`src/rtl/game_pkg.sv`:
```
// Shared definitions for the jump-game sequencer: FSM states, screen size,
// default playfield geometry and the block spawn position helper.
package game_pkg;

  localparam int SCREEN_W = 640;

  localparam int X0_DEF          = 80;
  localparam int Y_GROUND_DEF    = 300;
  localparam int BLOCK_W_DEF     = 64;
  localparam int X_STEP_DEF      = 8;
  localparam int Y_STEP_DEF      = 6;
  localparam int MAX_POWER_DEF   = 40;
  localparam int SCROLL_STEP_DEF = 4;
  localparam int GAP_MIN_DEF     = 96;
  localparam int GAP_UNIT_DEF    = 16;

  typedef enum logic [2:0] {
    ST_TITLE,
    ST_WAIT,
    ST_CHARGE,
    ST_JUMP,
    ST_LAND,
    ST_SCROLL,
    ST_GAMEOVER
  } game_state_e;

  // Left x of a freshly spawned target block for a given random value.
  function automatic logic [9:0] spawn_x(input logic [9:0] x0,
                                         input logic [9:0] gap_min,
                                         input logic [9:0] gap_unit,
                                         input logic [3:0] r);
    return x0 + gap_min + gap_unit * {6'd0, r};
  endfunction

endpackage

```
`src/rtl/btn_edge.sv`:
```
// Registered rising-edge detector for the (already debounced) jump button.
module btn_edge (
  input  logic clk,
  input  logic rst,
  input  logic i_btn,
  output logic o_rise
);

  logic btn_prev;

  // Remember the button level from the previous clock.
  always_ff @(posedge clk or negedge rst) begin
    if (!rst) btn_prev <= 1'b0;
    else      btn_prev <= i_btn;
  end

  assign o_rise = i_btn & ~btn_prev;

endmodule

```
`src/rtl/game_flow_ctrl.sv`:
```
// Frame-synchronous jump-game sequencer: title/play/gameover flow, charge
// level, man trajectory and block scrolling, feeding the graphics renderer.
module game_flow_ctrl
  import game_pkg::*;
#(
  parameter int X0          = X0_DEF,
  parameter int Y_GROUND    = Y_GROUND_DEF,
  parameter int BLOCK_W     = BLOCK_W_DEF,
  parameter int X_STEP      = X_STEP_DEF,
  parameter int Y_STEP      = Y_STEP_DEF,
  parameter int MAX_POWER   = MAX_POWER_DEF,
  parameter int SCROLL_STEP = SCROLL_STEP_DEF,
  parameter int GAP_MIN     = GAP_MIN_DEF,
  parameter int GAP_UNIT    = GAP_UNIT_DEF
)(
  input  logic        clk,
  input  logic        rst,
  input  logic        i_btn,
  input  logic        i_frame_tick,
  input  logic [3:0]  i_rand,
  output logic        o_title,
  output logic        o_gameover,
  output logic [3:0]  o_squeeze_man,
  output logic [9:0]  o_x_man,
  output logic [9:0]  o_y_man,
  output logic [9:0]  o_x_block1,
  output logic        o_en_block1,
  output logic [9:0]  o_x_block2,
  output logic        o_en_block2,
  output logic [3:0]  o_type_block1,
  output logic [3:0]  o_type_block2,
  output logic [15:0] o_score
);

  localparam logic [9:0] X0_L     = 10'(X0);
  localparam logic [9:0] YG_L     = 10'(Y_GROUND);
  localparam logic [9:0] BW_L     = 10'(BLOCK_W);
  localparam logic [9:0] XS_L     = 10'(X_STEP);
  localparam logic [9:0] YS_L     = 10'(Y_STEP);
  localparam logic [5:0] PMAX_L   = 6'(MAX_POWER);
  localparam logic [9:0] SCR_L    = 10'(SCROLL_STEP);
  localparam logic [9:0] GMIN_L   = 10'(GAP_MIN);
  localparam logic [9:0] GUNIT_L  = 10'(GAP_UNIT);
  localparam logic [9:0] X_MAX    = 10'(SCREEN_W - 1);

  game_state_e state_q, state_d;
  logic [5:0]  power_q, power_d, jf_q, jf_d;
  logic [3:0]  squeeze_q, squeeze_d, type1_q, type1_d, type2_q, type2_d;
  logic [9:0]  x_man_q, x_man_d, y_man_q, y_man_d;
  logic [9:0]  x_b1_q, x_b1_d, x_b2_q, x_b2_d;
  logic        en1_q, en1_d, en2_q, en2_d;
  logic [15:0] score_q, score_d;
  logic [9:0]  gap, shift;
  logic [5:0]  half_dn, half_up;
  logic        rise;

  btn_edge u_btn_edge (
    .clk    (clk),
    .rst    (rst),
    .i_btn  (i_btn),
    .o_rise (rise)
  );

  // Next-state and datapath update; scene registers move only on frame ticks.
  always_comb begin
    state_d   = state_q;
    power_d   = power_q;
    jf_d      = jf_q;
    squeeze_d = squeeze_q;
    x_man_d   = x_man_q;
    y_man_d   = y_man_q;
    x_b1_d    = x_b1_q;
    x_b2_d    = x_b2_q;
    en1_d     = en1_q;
    en2_d     = en2_q;
    type1_d   = type1_q;
    type2_d   = type2_q;
    score_d   = score_q;
    gap       = x_b2_q - X0_L;
    shift     = (gap < SCR_L) ? gap : SCR_L;
    half_dn   = power_q >> 1;
    half_up   = 6'((power_q + 6'd1) >> 1);
    unique case (state_q)
      ST_TITLE: begin
        if (rise) begin
          score_d = '0;
          x_b1_d  = X0_L;
          type1_d = '0;
          en1_d   = 1'b1;
          en2_d   = 1'b1;
          x_b2_d  = spawn_x(X0_L, GMIN_L, GUNIT_L, i_rand);
          type2_d = i_rand;
          x_man_d = X0_L + (BW_L >> 1);
          y_man_d = YG_L;
          state_d = ST_WAIT;
        end
      end
      ST_WAIT: begin
        if (rise) begin
          power_d   = 6'd1;
          squeeze_d = '0;
          state_d   = ST_CHARGE;
        end
      end
      ST_CHARGE: begin
        if (!i_btn) begin
          squeeze_d = '0;
          jf_d      = '0;
          state_d   = ST_JUMP;
        end else if (i_frame_tick) begin
          power_d   = (power_q >= PMAX_L) ? PMAX_L : power_q + 6'd1;
          squeeze_d = (squeeze_q == 4'hF) ? 4'hF : squeeze_q + 4'd1;
        end
      end
      ST_JUMP: begin
        if (i_frame_tick) begin
          jf_d    = jf_q + 6'd1;
          x_man_d = (x_man_q > X_MAX - XS_L) ? X_MAX : x_man_q + XS_L;
          // Rise for the first floor(p/2) frames, fall from ceil(p/2) on.
          if (jf_q < half_dn)       y_man_d = y_man_q - YS_L;
          else if (jf_q >= half_up) y_man_d = y_man_q + YS_L;
          if (jf_d == power_q) state_d = ST_LAND;
        end
      end
      ST_LAND: begin
        if (x_man_q >= x_b2_q && x_man_q <= x_b2_q + BW_L - 10'd1) begin
          score_d = score_q + 16'd1;
          state_d = ST_SCROLL;
        end else begin
          state_d = ST_GAMEOVER;
        end
      end
      ST_SCROLL: begin
        if (i_frame_tick) begin
          x_b2_d  = x_b2_q - shift;
          x_man_d = x_man_q - shift;
          if (x_b1_q >= shift) x_b1_d = x_b1_q - shift;
          else                 en1_d  = 1'b0;
          // Target block has arrived at the rest position: it becomes the
          // current block and a new target is spawned.
          if (x_b2_d == X0_L) begin
            x_b1_d  = x_b2_d;
            type1_d = type2_q;
            en1_d   = 1'b1;
            x_b2_d  = spawn_x(X0_L, GMIN_L, GUNIT_L, i_rand);
            type2_d = i_rand;
            state_d = ST_WAIT;
          end
        end
      end
      ST_GAMEOVER: begin
        if (rise) begin
          en1_d   = 1'b0;
          en2_d   = 1'b0;
          state_d = ST_TITLE;
        end
      end
      default: state_d = ST_TITLE;
    endcase
  end

  // State and datapath registers; reset puts the renderer on the title screen.
  always_ff @(posedge clk or negedge rst) begin
    if (!rst) begin
      state_q   <= ST_TITLE;
      power_q   <= '0;
      jf_q      <= '0;
      squeeze_q <= '0;
      x_man_q   <= '0;
      y_man_q   <= '0;
      x_b1_q    <= '0;
      x_b2_q    <= '0;
      en1_q     <= 1'b0;
      en2_q     <= 1'b0;
      type1_q   <= '0;
      type2_q   <= '0;
      score_q   <= '0;
    end else begin
      state_q   <= state_d;
      power_q   <= power_d;
      jf_q      <= jf_d;
      squeeze_q <= squeeze_d;
      x_man_q   <= x_man_d;
      y_man_q   <= y_man_d;
      x_b1_q    <= x_b1_d;
      x_b2_q    <= x_b2_d;
      en1_q     <= en1_d;
      en2_q     <= en2_d;
      type1_q   <= type1_d;
      type2_q   <= type2_d;
      score_q   <= score_d;
    end
  end

  assign o_title       = (state_q == ST_TITLE);
  assign o_gameover    = (state_q == ST_GAMEOVER);
  assign o_squeeze_man = squeeze_q;
  assign o_x_man       = x_man_q;
  assign o_y_man       = y_man_q;
  assign o_x_block1    = x_b1_q;
  assign o_en_block1   = en1_q;
  assign o_x_block2    = x_b2_q;
  assign o_en_block2   = en2_q;
  assign o_type_block1 = type1_q;
  assign o_type_block2 = type2_q;
  assign o_score       = score_q;

endmodule

```
`config.mk`:
```
export PLATFORM = sky130hd
export DESIGN_NAME = game_flow_ctrl
export DESIGN_NICKNAME = d
export VERILOG_FILES = /design/src/rtl/game_pkg.sv /design/src/rtl/btn_edge.sv /design/src/rtl/game_flow_ctrl.sv
export SDC_FILE = /design/constraint.sdc
export NUM_CORES = 1
export LEC_CHECK = 0
export BUFFER_PORTS_ARGS = -buffer_cell sky130_fd_sc_hd__buf_2
export CAP_MARGIN = 10
export CORE_UTILIZATION = 50
export DETAILED_ROUTE_END_ITERATION = 10
export PLACE_DENSITY = 0.72
export REMOVE_ABC_BUFFERS = 1
export SLEW_MARGIN = 20
export SYNTH_ARGS = -nofsm -noshare
export SYNTH_HDL_FRONTEND = slang
export SYNTH_SLANG_ARGS = --single-unit
```
`constraint.sdc`:
```
create_clock -name clk -period 7.8 [get_ports clk]
set_clock_uncertainty 0.2 [all_clocks]
set_input_delay 0.39 -clock clk [delete_from_list [all_inputs] [get_ports clk]]
set_output_delay 0.39 -clock clk [all_outputs]
set_load 0.02 [all_outputs]
```
# Word level (Yosys, flattened, before mapping)
# Index checks and enable logic that the tools add are counted.
# word_totals
register_bits	86
out_inout_bits	72
elab_cells	144
# classes
add_sub_neg	14
n_lt_le_gt_ge	8
eq_ne	24
n_mux	60
bitwise	2
reduce_logical	22
# op_table
op	count
10-bit 2-to-1 mux	16
10-bit case mux with 2 select lines	3
4-bit 2-to-1 mux	9
6-bit 2-to-1 mux	6
16-bit 2-to-1 mux	2
16-bit case mux with 2 select lines	1
10-bit case mux with 3 select lines	1
10-bit subtractor	3
3-bit 2-to-1 mux	8
4-bit case mux with 2 select lines	3
6-bit case mux with 2 select lines	2
3-bit case mux with 7 select lines	1
10-bit >= comparator	2
4-bit AND reduction	5
2-bit inequality test, second input constant	9
16-bit by 1-bit adder with 16-bit output, second input constant	1
3-bit AND reduction	5
6-bit by 1-bit adder with 6-bit output, second input constant	2
3-bit inequality test, second input constant	4
2-bit nonzero test	6
10-bit by 3-bit adder with 10-bit output, second input constant	1
10-bit by 4-bit adder with 10-bit output, second input constant	1
10-bit by 7-bit adder with 10-bit output, second input constant	1
10-bit by 7-bit equality test with 1-bit output, second input constant	1
28 further kinds	37

# Depth between registers and ports, before layout
# Gate-level depths: netlist of run 1.
# logic_depth
ltp_word	8
depth_mapped	18
ltp_nobuf	17

# By module
# Synthesis of run 1 repeated with hierarchy kept, for this count alone.
# unflattened
hier_cells	784
area_unflattened_um2	6781.5
# modules_own_cells
mod	n_inst	cells_per_inst	area_each_um2
game_flow_ctrl	1	782	6742.7
btn_edge	1	2	38.8

# Worst setup path before layout of run 1
# No wires, ideal clock.
# synth_timing
path_type	reg2reg
start	register x_b2_q[4], in the netlist o_x_block2[4]
end	register x_b1_q[0], in the netlist o_x_block1[0]
setup_time_ns	0.066
arrival_time_ns	3.847
slack_ns	3.687
stages_incl_launch_ff	18
period_less_slack_ns	4.113
cell_sequence	dfrtp_1 buf_2 inv_1 ha_1 nor4b_2 o2111a_1 nor2_2 inv_1 nand2_1 fa_1 a21o_1 a21o_1 a41oi_1 o21ai_0 a21oi_1 nor2b_1 o41ai_2 a22o_1
# synth_via
elab_chain_cells	8
word_cells_on_any_way	13
cone_classes	add/sub: 3; order compare: 2; eq/ne: 2; mux: 5; reduce/logical: 1
# synth_lines
item	line	source
start, declared	game_flow_ctrl.sv:50	logic [9:0] x_b1_q, x_b1_d, x_b2_q, x_b2_d;
start signal, assigned	game_flow_ctrl.sv:172	x_b2_q <= '0;
start signal, assigned	game_flow_ctrl.sv:186	x_b2_q <= x_b2_d;
10-bit by 7-bit subtractor with 10-bit output	game_flow_ctrl.sv:79	gap = x_b2_q - X0_L;
10-bit by 3-bit less-than comparator with 1-bit output	game_flow_ctrl.sv:80	shift = (gap < SCR_L) ? gap : SCR_L;
10-bit 2-to-1 mux	game_flow_ctrl.sv:80	
10-bit subtractor (on tied branches)	game_flow_ctrl.sv:135, game_flow_ctrl.sv:137	
10-bit by 7-bit equality test with 1-bit output / 10-bit 2-to-1 mux (equally long branches)	game_flow_ctrl.sv:141, game_flow_ctrl.sv:137	
10-bit 2-to-1 mux	game_flow_ctrl.sv:141	if (x_b2_d == X0_L) begin
10-bit 2-to-1 mux	game_flow_ctrl.sv:134	if (i_frame_tick) begin
10-bit case mux with 2 select lines	game_flow_ctrl.sv:83	unique case (state_q)
end signal, assigned	game_flow_ctrl.sv:171	x_b1_q <= '0;
end signal, assigned	game_flow_ctrl.sv:185	x_b1_q <= x_b1_d;
end, declared	game_flow_ctrl.sv:50	
# Parallel ways exist; a longest one is shown, timed or not. The select of a mux whose other input is x is not followed.
# A chain may end at the register's enable or synchronous reset.

# Final worst setup path of run 1
# Ends and elaborated chain as after synthesis.

==> flow_summary.json, run 1 <==
{
  "yosysSeqAreaShare_pct": 32.5,
  "track_usage_pct": 25.6,
  "wl_mm": 16.5,
  "insertion_delay_ns": 0.35,
  "combPwrFrac_pct": 59.2,
  "syn_avg_cell_area_um2": 8.74,
  "endpoint_kind": "flip-flop",
  "synth.most_common_cell": "dfrtp_1",
  "vias_per_cell": 5.94,
  "clockPowerShare_pct": 14.1,
  "max_freq_ghz": 0.216,
  "cts.sinks": 85,
  "antenna_found_initial": 0,
  "netlist_instances": 749,
  "htreeDepth": 3,
  "drv_cap": 0,
  "synthTopCellsByArea": "dfrtp_1, ha_1, xnor2_1",
  "ir_worst_vdd_mv": 0.149,
  "path_max_fanout": 12,
  "slowest_delay_ns": 0.61,
  "cts_tree": "yes",
  "yosysUniqueCellTypes": 68,
  "critical_path_arrival_ns": 4.72,
  "startpoint_type": "flip-flop",
  "internal_power_mw": 1.61,
  "design.portCount": 80,
  "ys_ff_latch": 85,
  "drtAntennaViolNets": 0,
  "synth_area_um2": 6550,
  "initial_core_util_pct": 51.7,
  "setup_tns_ns": 0,
  "synth_top_area_share_pct": 32.5,
  "grt_start_max_net_pins": 86,
  "cts_made_buffers": 9,
  "dr_wl_met2_mm": 7.65,
  "grt_pass1_wl_mm": 27.2,
  "min_period_over_period_pct": 59.4,
  "min_period_ns": 4.63,
  "num_antenna_cells": 0,
  "leakage_nw": 3.48,
  "area_growth_pct": 13.8,
  "drcViolationCount": 0,
  "vias": 5980,
  "synth_top_area_cell": "dfrtp_1",
  "hp-class": "input pin to flip-flop",
  "rows": 41,
  "postLayoutCoreUtil_pct": 58.8,
  "synth_edf_count": 0,
  "slew_headroom_pct": 35.7,
  "dr.pass1.iters": 7,
  "drtIter0Drc": 410,
  "die_w_um": 116,
  "top_layer_used": "met4",
  "yosys_warnings": 0,
  "worstSetupPathType": "flip-flop to flip-flop",
  "crit_slowest_cell": "o41ai_2",
  "cts_resized": 0,
  "routedWlPerCell_um": 16.4,
  "swShare_pct": 48.9,
  "drv_slew": 0,
  "die_h_um": 116,
  "wl_met3_um": 884,
  "n_fill_cell": 1142,
  "synth_commonest_cells": "dfrtp_1, ha_1, nand2_1",
  "place_congestion": 0.889,
  "clock_path_buffers": 2,
  "worst_slew_pin_slew_ns": 0.961,
  "power_density_nw_per_um2": 421,
  "worstPathCellList": "inv_1 -> ha_1 -> nor4b_2 -> o2111a_1 -> nor2_2 -> inv_1 -> nand2_1 -> fa_1 -> a21o_1 -> a21o_1 -> a41oi_1 -> o21ai_0 -> a21oi_1 -> nor2b_1 -> o41ai_2 -> a22o_1",
  "power_switching_mw": 1.53,
  "synth_top_flop_cell": "dfrtp_1",
  "rsz0062_at_grt": "false",
  "synthArstFlopShare_pct": 100,
  "grt_pass1_vias": 5711,
  "cts_root_buf": "clkbuf_16",
  "hold_viol": 0,
  "coreArea_um2": 12700,
  "setup_viol": 0,
  "outcome": "complete, no violations",
  "clkTransAtPathRegs_ns": 0.06,
  "portBuffers": 78,
  "pwr-share-seq_pct": 26.7,
  "grt.overflow.total": 0,
  "nets": 912,
  "final_layout_size_suffix_gt1_share_pct": 14.1,
  "path_delay_family": "compound AO/OA/AOI/OAI gates",
  "hpwl_mm": 12.1,
  "worst-path-buf-inv": 2,
  "crit_required_ns": 7.89,
  "wl_met1_mm": 7.64,
  "dieArea_um2": 13600
}
[cell usage in the layout, fill, tap and decap left out, types with 18 or more instances in the layout]
cell type  count
a21o_1        18
nor3_1        26
nand3_1       33
a21oi_1       53
buf_2         77
ha_1          70
nand2_1       61
dfrtp_1       85
nor2_1        50
inv_1         43
xnor2_1       42
o21ai_0       54
[routing by layer]
layer / up-vias / GRT usage, %
met1: 2896 / 34.5
met2: 173 / 41.5
li1: 2885 / -
met3: 26 / 2.91
met5: - / 0
met4: 0 / 10.9
[worst paths after layout]
check | from | end | slack, ns | depth (start not counted)
min in group asynchronous | rst | o_score[8]$_DFFE_PN0P_ | 0.46 | 2
setup reg to reg | o_x_block2[4]$_DFFE_PN0P_ | o_x_block1[0]$_DFFE_PN0P_ | 3.17 | 16
hold reg to reg | o_en_block2$_DFFE_PN0P_ | o_en_block2$_DFFE_PN0P_ | 0.28 | 2
setup / recovery | o_x_block2[4]$_DFFE_PN0P_ | o_x_block1[0]$_DFFE_PN0P_ | 3.17 | 16
max in group asynchronous | rst | u_btn_edge.btn_prev$_DFF_PN0_ | 6.39 | 2
hold / removal | i_rand[0] | o_type_block2[0]$_DFFE_PN0P_ | 0.1 | 2
[final cells by class]
cell class	instances	area (um2)	share of cell area, %
Inverter	43	161	2.17
Clock inverter	6	71.3	0.957
Timing Repair Buffer	84	447	5.99
Multi-Input combinational cell	608	4210	56.4
Tap cell	172	215	2.89
Clock buffer	9	225	3.02
Sequential cell	85	2130	28.5
[flip-flops by register name, summed over array words and instances, names as in the netlist]
signal               count
o_type_block2            4
o_squeeze_man            4
jf_q                     6
o_x_block2              10
o_x_block1              10
o_x_man                 10
o_type_block1            4
power_q                  6
state_q                  3
o_en_block1              1
o_y_man                  9
u_btn_edge.btn_prev      1
o_en_block2              1
o_score                 16
[what timing repair did]
action	4_1_cts	5_1_grt
endpoints found under the hold margin	1	63
setup buffers	0	0
hold buffers	1	1
[cells by family after synthesis]
group / Yosys count / share of synthesized area, %
other cells: 2 / 0.115
compound gates: 210 / 21.2
buf+inv: 69 / 4.07
flops: 85 / 32.5
fa+ha+maj: 73 / 14.3
mux: 12 / 1.97
simple gates: 242 / 18.4
xor+xnor: 56 / 7.49
[power by group through the flow]
stage	logic (mW)	clock network, mW	registers (mW)
2_1_floorplan	1.22	0	0.930
3_3_place_gp	1.79	0	0.828
3_5_place_dp	1.84	0	0.841
4_1_cts	1.85	0.449	0.835
5_1_grt	2.08	0.462	0.867
6_report	1.86	0.442	0.837
[metrics by stage]
stage / worst slack [ns] / power [mW] / std cells / hold slack (ns) / instance area [um2]
finish: 3.17 / 3.14 / 1007 / 0.0982 / 7450
global route: 2.80 / 3.41 / 1007 / 0.128 / 7450
CTS: 3.21 / 3.13 / 1006 / 0.0928 / 7440
detailed placement: 3.22 / 2.68 / 990 / 0.262 / 7130
global placement: 3.44 / 2.61 / 990 / 0.259 / 7130
floorplan: 3.68 / 2.15 / 736 / -0.106 / 6490
Note: power is estimated with default switching activity, not from simulation.
==> inputs of run 2 (changes only) <==
- clock period: 7.8 -> 4.8 ns (I/O delays scaled with it)
==> flow_summary.json, run 2 (synthesis results as in run 1) <==
{
  "outcome": "complete, no violations",
  "cts.sinks": 85,
  "track_usage_pct": 25.6,
  "power_switching_mw": 2.53,
  "portBuffers": 78,
  "cts_made_buffers": 9,
  "coreArea_um2": 12700,
  "insertion_delay_ns": 0.36,
  "drv_cap": 0,
  "routedWlPerCell_um": 16.6,
  "setup_slack_ns": 0.342,
  "fin_cells": 1014,
  "hold_slack_ns": 0.142,
  "post_cts_buffers": 0,
  "internal_power_mw": 2.68,
  "crit_required_ns": 4.84,
  "vias": 5972,
  "worstSetupPathType": "flip-flop to flip-flop",
  "dp.cells": 992,
  "design.portCount": 80,
  "initial_core_util_pct": 51.7,
  "drtAntennaViolNets": 0,
  "rows": 41,
  "dieArea_um2": 13600,
  "hp-class": "input pin to flip-flop",
  "combPwrFrac_pct": 58.9,
  "postLayoutCoreUtil_pct": 59.6,
  "largest_register_ffs": 16,
  "grt_pass1_wl_mm": 27.0,
  "die_h_um": 116,
  "vias_per_cell": 5.89,
  "drtIter0Drc": 509,
  "finalPower_mw": 5.20,
  "grt_start_max_net_pins": 86,
  "min_period_over_period_pct": 92.9,
  "critical_path_arrival_ns": 4.50,
  "swShare_pct": 48.6,
  "grt_pass1_vias": 5456,
  "nets": 918,
  "cts_tree": "yes",
  "power_density_nw_per_um2": 689,
  "hold_viol": 0,
  "worst_slew_pin_slew_ns": 1.02,
  "clkTransAtPathRegs_ns": 0.06,
  "fin_area_um2": 7550,
  "setup_tns_ns": 0,
  "final_common_cell": "dfrtp_1",
  "ir_worst_vdd_mv": 0.295,
  "drv_slew": 0,
  "dpl_worst_slack_ns": 0.277,
  "slew_headroom_pct": 31.9,
  "min_period_ns": 4.46,
  "final_layout_size_suffix_gt1_share_pct": 14.3,
  "drcViolationCount": 0,
  "cts_root_buf": "clkbuf_16",
  "wl_mm": 16.8,
  "pwr-share-seq_pct": 26.1,
  "postPlaceCellArea_um2": 7140,
  "clock_path_buffers": 2,
  "antenna_found_initial": 0,
  "clockPowerShare_pct": 14.9,
  "leakage_nw": 3.52,
  "endpoint_kind": "flip-flop",
  "num_antenna_cells": 0,
  "n_fill_cell": 1154,
  "max_freq_ghz": 0.224,
  "grt.overflow.total": 0,
  "hpwl_mm": 12.2,
  "rsz0062_at_grt": "false",
  "area_growth_pct": 15.3,
  "setup_viol": 0,
  "startpoint_type": "flip-flop",
  "place_congestion": 0.843,
  "die_w_um": 116,
  "path_max_fanout": 12,
  "htreeDepth": 3,
  "layout_common_cells": "dfrtp_1, buf_2, ha_1",
  "dr.pass1.iters": 4
}
==> run 2: timing repair <==
action                                  CTS  global route
hold buffers                              6             0
endpoints found under the hold margin    90             0
resized for setup                         0             1
endpoints found under the setup margin    0             7
==> run 2: area by class of cell <==
cell class | count | area, um2 | area share, %
clock buffers | 10 | 229 | 3.03
clock inverters | 6 | 96.3 | 1.28
inverters | 43 | 161 | 2.14
multi-input cells | 608 | 4220 | 55.9
flip-flops and latches | 85 | 2130 | 28.2
well taps | 172 | 215 | 2.85
repair buffers | 90 | 502 | 6.65
==> run 2: path summary, 6_finish.rpt <==
check / start / end / slack, ns / cells after the start
min in group asynchronous: rst / o_score[9]$_DFFE_PN0P_ / 0.30 / 2
min reg2reg: o_en_block2$_DFFE_PN0P_ / o_en_block2$_DFFE_PN0P_ / 0.28 / 2
max: o_x_block2[4]$_DFFE_PN0P_ / o_x_block1[1]$_DFFE_PN0P_ / 0.34 / 16
max reg2reg: o_x_block2[4]$_DFFE_PN0P_ / o_x_block1[1]$_DFFE_PN0P_ / 0.34 / 16
max in group asynchronous: rst / o_squeeze_man[0]$_DFFE_PN0P_ / 3.54 / 2
min: i_frame_tick / o_x_block2[3]$_DFFE_PN0P_ / 0.14 / 2
==> run 2: metal layers <==
layer / share of wire (%) / track usage [%]
met1: 47 / 35.1
met2: 46 / 41.4
met3: 4.3 / 3.43
met4: 2.0 / 9.15
met5: 0 / 0
==> run 2: power groups by stage <==
| stage | combinational (mW) | clock, mW | sequential [mW] |
|---|---|---|---|
| after CTS | 3.03 | 0.790 | 1.35 |
| final | 3.07 | 0.777 | 1.36 |
| after global placement | 2.91 | 0 | 1.34 |
| after global routing | 3.40 | 0.819 | 1.40 |
| after detailed placement | 3.01 | 0 | 1.36 |
| after floorplan | 1.98 | 0 | 1.51 |
==> run 2: critical path: stages, from the launching register on <==
cell      delay [ns]
dfrtp_1         0.57
inv_1           0.18
ha_1            0.33
nor4b_2         0.28
o2111a_1        0.28
nor2_2          0.10
nor2_1          0.19
ha_1            0.21
inv_1           0.06
fa_1            0.39
a21o_1          0.18
a21o_1          0.18
a41oi_1         0.18
o21ai_0         0.14
a31oi_1         0.29
nor2_1          0.23
a32o_1          0.35
==> inputs of run 3 (changes only) <==
- ABC_AREA: default -> 1
- REMOVE_ABC_BUFFERS: 1 -> default
==> flow_summary.json, run 3 <==
{
  "path_max_fanout": 10,
  "ys_ff_latch": 85,
  "layout_common_cells": "nand2_1, inv_1, nor2_1",
  "yosys_warnings": 0,
  "clkTransAtPathRegs_ns": 0.07,
  "r2r_end": "o_x_block1[1]$_DFFE_PN0P_",
  "hold_viol": 0,
  "grt_pass1_wl_mm": 28.8,
  "synth_edf_count": 0,
  "power_density_nw_per_um2": 672,
  "antenna_found_initial": 0,
  "ir_worst_vdd_mv": 0.324,
  "synthArstFlopShare_pct": 100,
  "cts.sinks": 85,
  "largest_register_ffs": 16,
  "cts_made_buffers": 9,
  "coreArea_um2": 13200,
  "drv_cap": 0,
  "place_congestion": 0.841,
  "htreeDepth": 3,
  "nets": 1105,
  "synth_top_area_cell": "dfrtp_1",
  "initial_core_util_pct": 51.4,
  "hp-class": "input pin to flip-flop",
  "fin_cells": 1205,
  "rr_startpoint": "o_x_block2[5]$_DFFE_PN0P_",
  "endpoint_kind": "flip-flop",
  "worstSetupPathType": "flip-flop to flip-flop",
  "synthTopCellsByArea": "dfrtp_1, ha_1, nand2_1",
  "leakage_nw": 4.01,
  "grt.overflow.total": 0,
  "netlist_instances": 921,
  "n_fill_cell": 1273,
  "cts_root_buf": "clkbuf_16",
  "critPathCapture": "o_x_block1[1]$_DFFE_PN0P_",
  "setup_tns_ns": 0,
  "synth_top_flop_cell": "dfrtp_1",
  "drtIter0Drc": 357,
  "crit_required_ns": 4.89,
  "synth_area_um2": 6800,
  "outcome": "complete, no violations",
  "setup_viol": 0,
  "die_h_um": 119,
  "rr_worst_depth": 24,
  "rows": 42,
  "dp.cells": 1184,
  "startpoint": "o_x_block2[5]$_DFFE_PN0P_",
  "hpwl_mm": 12.9,
  "drv_slew": 0,
  "synth_top_area_share_pct": 31.3,
  "clock_path_buffers": 2,
  "synth_commonest_cells": "nand2_1, inv_1, nor2_1",
  "drtAntennaViolNets": 0,
  "wl_mm": 16.7,
  "synth.most_common_cell": "nand2_1",
  "max_freq_ghz": 0.233,
  "drcViolationCount": 0,
  "grt_pass1_vias": 5960,
  "insertion_delay_ns": 0.35,
  "worst_slew_pin_slew_ns": 1.05,
  "track_usage_pct": 25.4,
  "final_layout_size_suffix_gt1_share_pct": 13.3,
  "yosysSeqAreaShare_pct": 31.3,
  "slew_headroom_pct": 30.3,
  "routedWlPerCell_um": 13.9,
  "syn_avg_cell_area_um2": 7.38,
  "grt_start_max_net_pins": 76,
  "r2r_slack_ns": 0.51,
  "die_w_um": 119,
  "vias_per_cell": 5.17,
  "vias": 6228,
  "startpoint_type": "flip-flop",
  "hold_slack_ns": 0.00209,
  "yosysUniqueCellTypes": 46,
  "portBuffers": 78,
  "dr.pass1.iters": 5,
  "final_common_cell": "nand2_1",
  "dieArea_um2": 14100,
  "num_antenna_cells": 0,
  "min_period_over_period_pct": 89.4,
  "cts_tree": "yes",
  "rsz0062_at_grt": "false",
  "min_period_ns": 4.29,
  "design.portCount": 80,
  "critical_path_arrival_ns": 4.38,
  "area_growth_pct": 15.1
}
## run 3: cells by family after synthesis
kind of cell               Yosys count  share of synthesized area, %
AOI/OAI and AO/OA                  146                          12.3
xor gates and xnor gates            50                          6.44
adders and majority gates           73                          13.8
buffers and inverters              133                          7.40
DFF                                 85                          31.3
other                                2                         0.110
and+or+nand+nor                    432                          28.7
## run 3: worst min path at each step
stage	startpoint	to	slack [ns]	cells after the start
finish	i_rand[3]	o_type_block2[3]$_DFFE_PN0P_	0.002	3
global route	i_rand[3]	o_type_block2[3]$_DFFE_PN0P_	0.03	3
CTS	i_rand[3]	o_type_block2[3]$_DFFE_PN0P_	0.001	3
detailed placement	rst	o_y_man[6]$_DFFE_PN0P_	-0.11	1
global placement	rst	o_y_man[6]$_DFFE_PN0P_	-0.11	1
floorplan	rst	jf_q[0]$_DFFE_PN0P_	-0.26	0
## run 3: layout make-up
cell class / count / area (um2) / share of cell area, %
Tap cell: 176 / 220 / 2.81
Timing Repair Buffer: 88 / 498 / 6.36
Clock buffer: 11 / 233 / 2.97
Multi-Input combinational cell: 716 / 4220 / 54.0
Clock inverter: 5 / 60.1 / 0.767
Sequential cell: 85 / 2130 / 27.2
Inverter: 124 / 465 / 5.95
## run 3: repair_timing
item | in CTS | in global routing
hold endpoints to repair | 13 | 0
setup buffers | 0 | 0
setup endpoints to repair | 0 | 9
resized for setup | 0 | 1
hold buffers | 4 | 0
## run 3: critical path, stage by stage, from the launching register on
cell and delay [ns]:
dfrtp_1 0.42, inv_1 0.21, ha_1 0.30, inv_1 0.08, nand2_1 0.08, nand2_1 0.05
nand2_1 0.05, nand2_1 0.08, nor2_4 0.14, nand2_4 0.11, nor2_1 0.21, ha_1 0.20
inv_1 0.06, fa_1 0.40, a21o_1 0.17, a21oi_1 0.25, nor2_1 0.07, nor3_1 0.24
o31a_1 0.19, o21bai_1 0.07, a21oi_2 0.21, nand3_4 0.11, nand2_4 0.17, nand2_1 0.07
nand2_1 0.07
## run 3: routing by layer
metal  track usage, %  part of all wire [%]  up-vias
met1             34.5                    48     2858
met5                0                     0        -
met4             6.41                   1.2        0
met3             4.25                   4.0       19
li1                 -                     -     3235
met2             41.7                    47      116
## run 3: metrics by stage
step | total power [mW] | utilization, % | area, um2 | setup slack, ns
CTS | 5.28 | 58.9 | 7790 | 0.434
global placement | 4.47 | 56.3 | 7460 | 0.593
floorplan | 3.73 | - | 6850 | 0.805
detailed placement | 4.53 | 56.3 | 7460 | 0.448
global route | 5.86 | 59.1 | 7830 | 0.0454
finish | 5.26 | 59.1 | 7830 | 0.507
## run 3: power breakdown
group          internal (mW)  switching, mW  total (mW)
logic                   1.27           2.09        3.36
clock network          0.406          0.301       0.707
registers              0.906          0.279        1.18
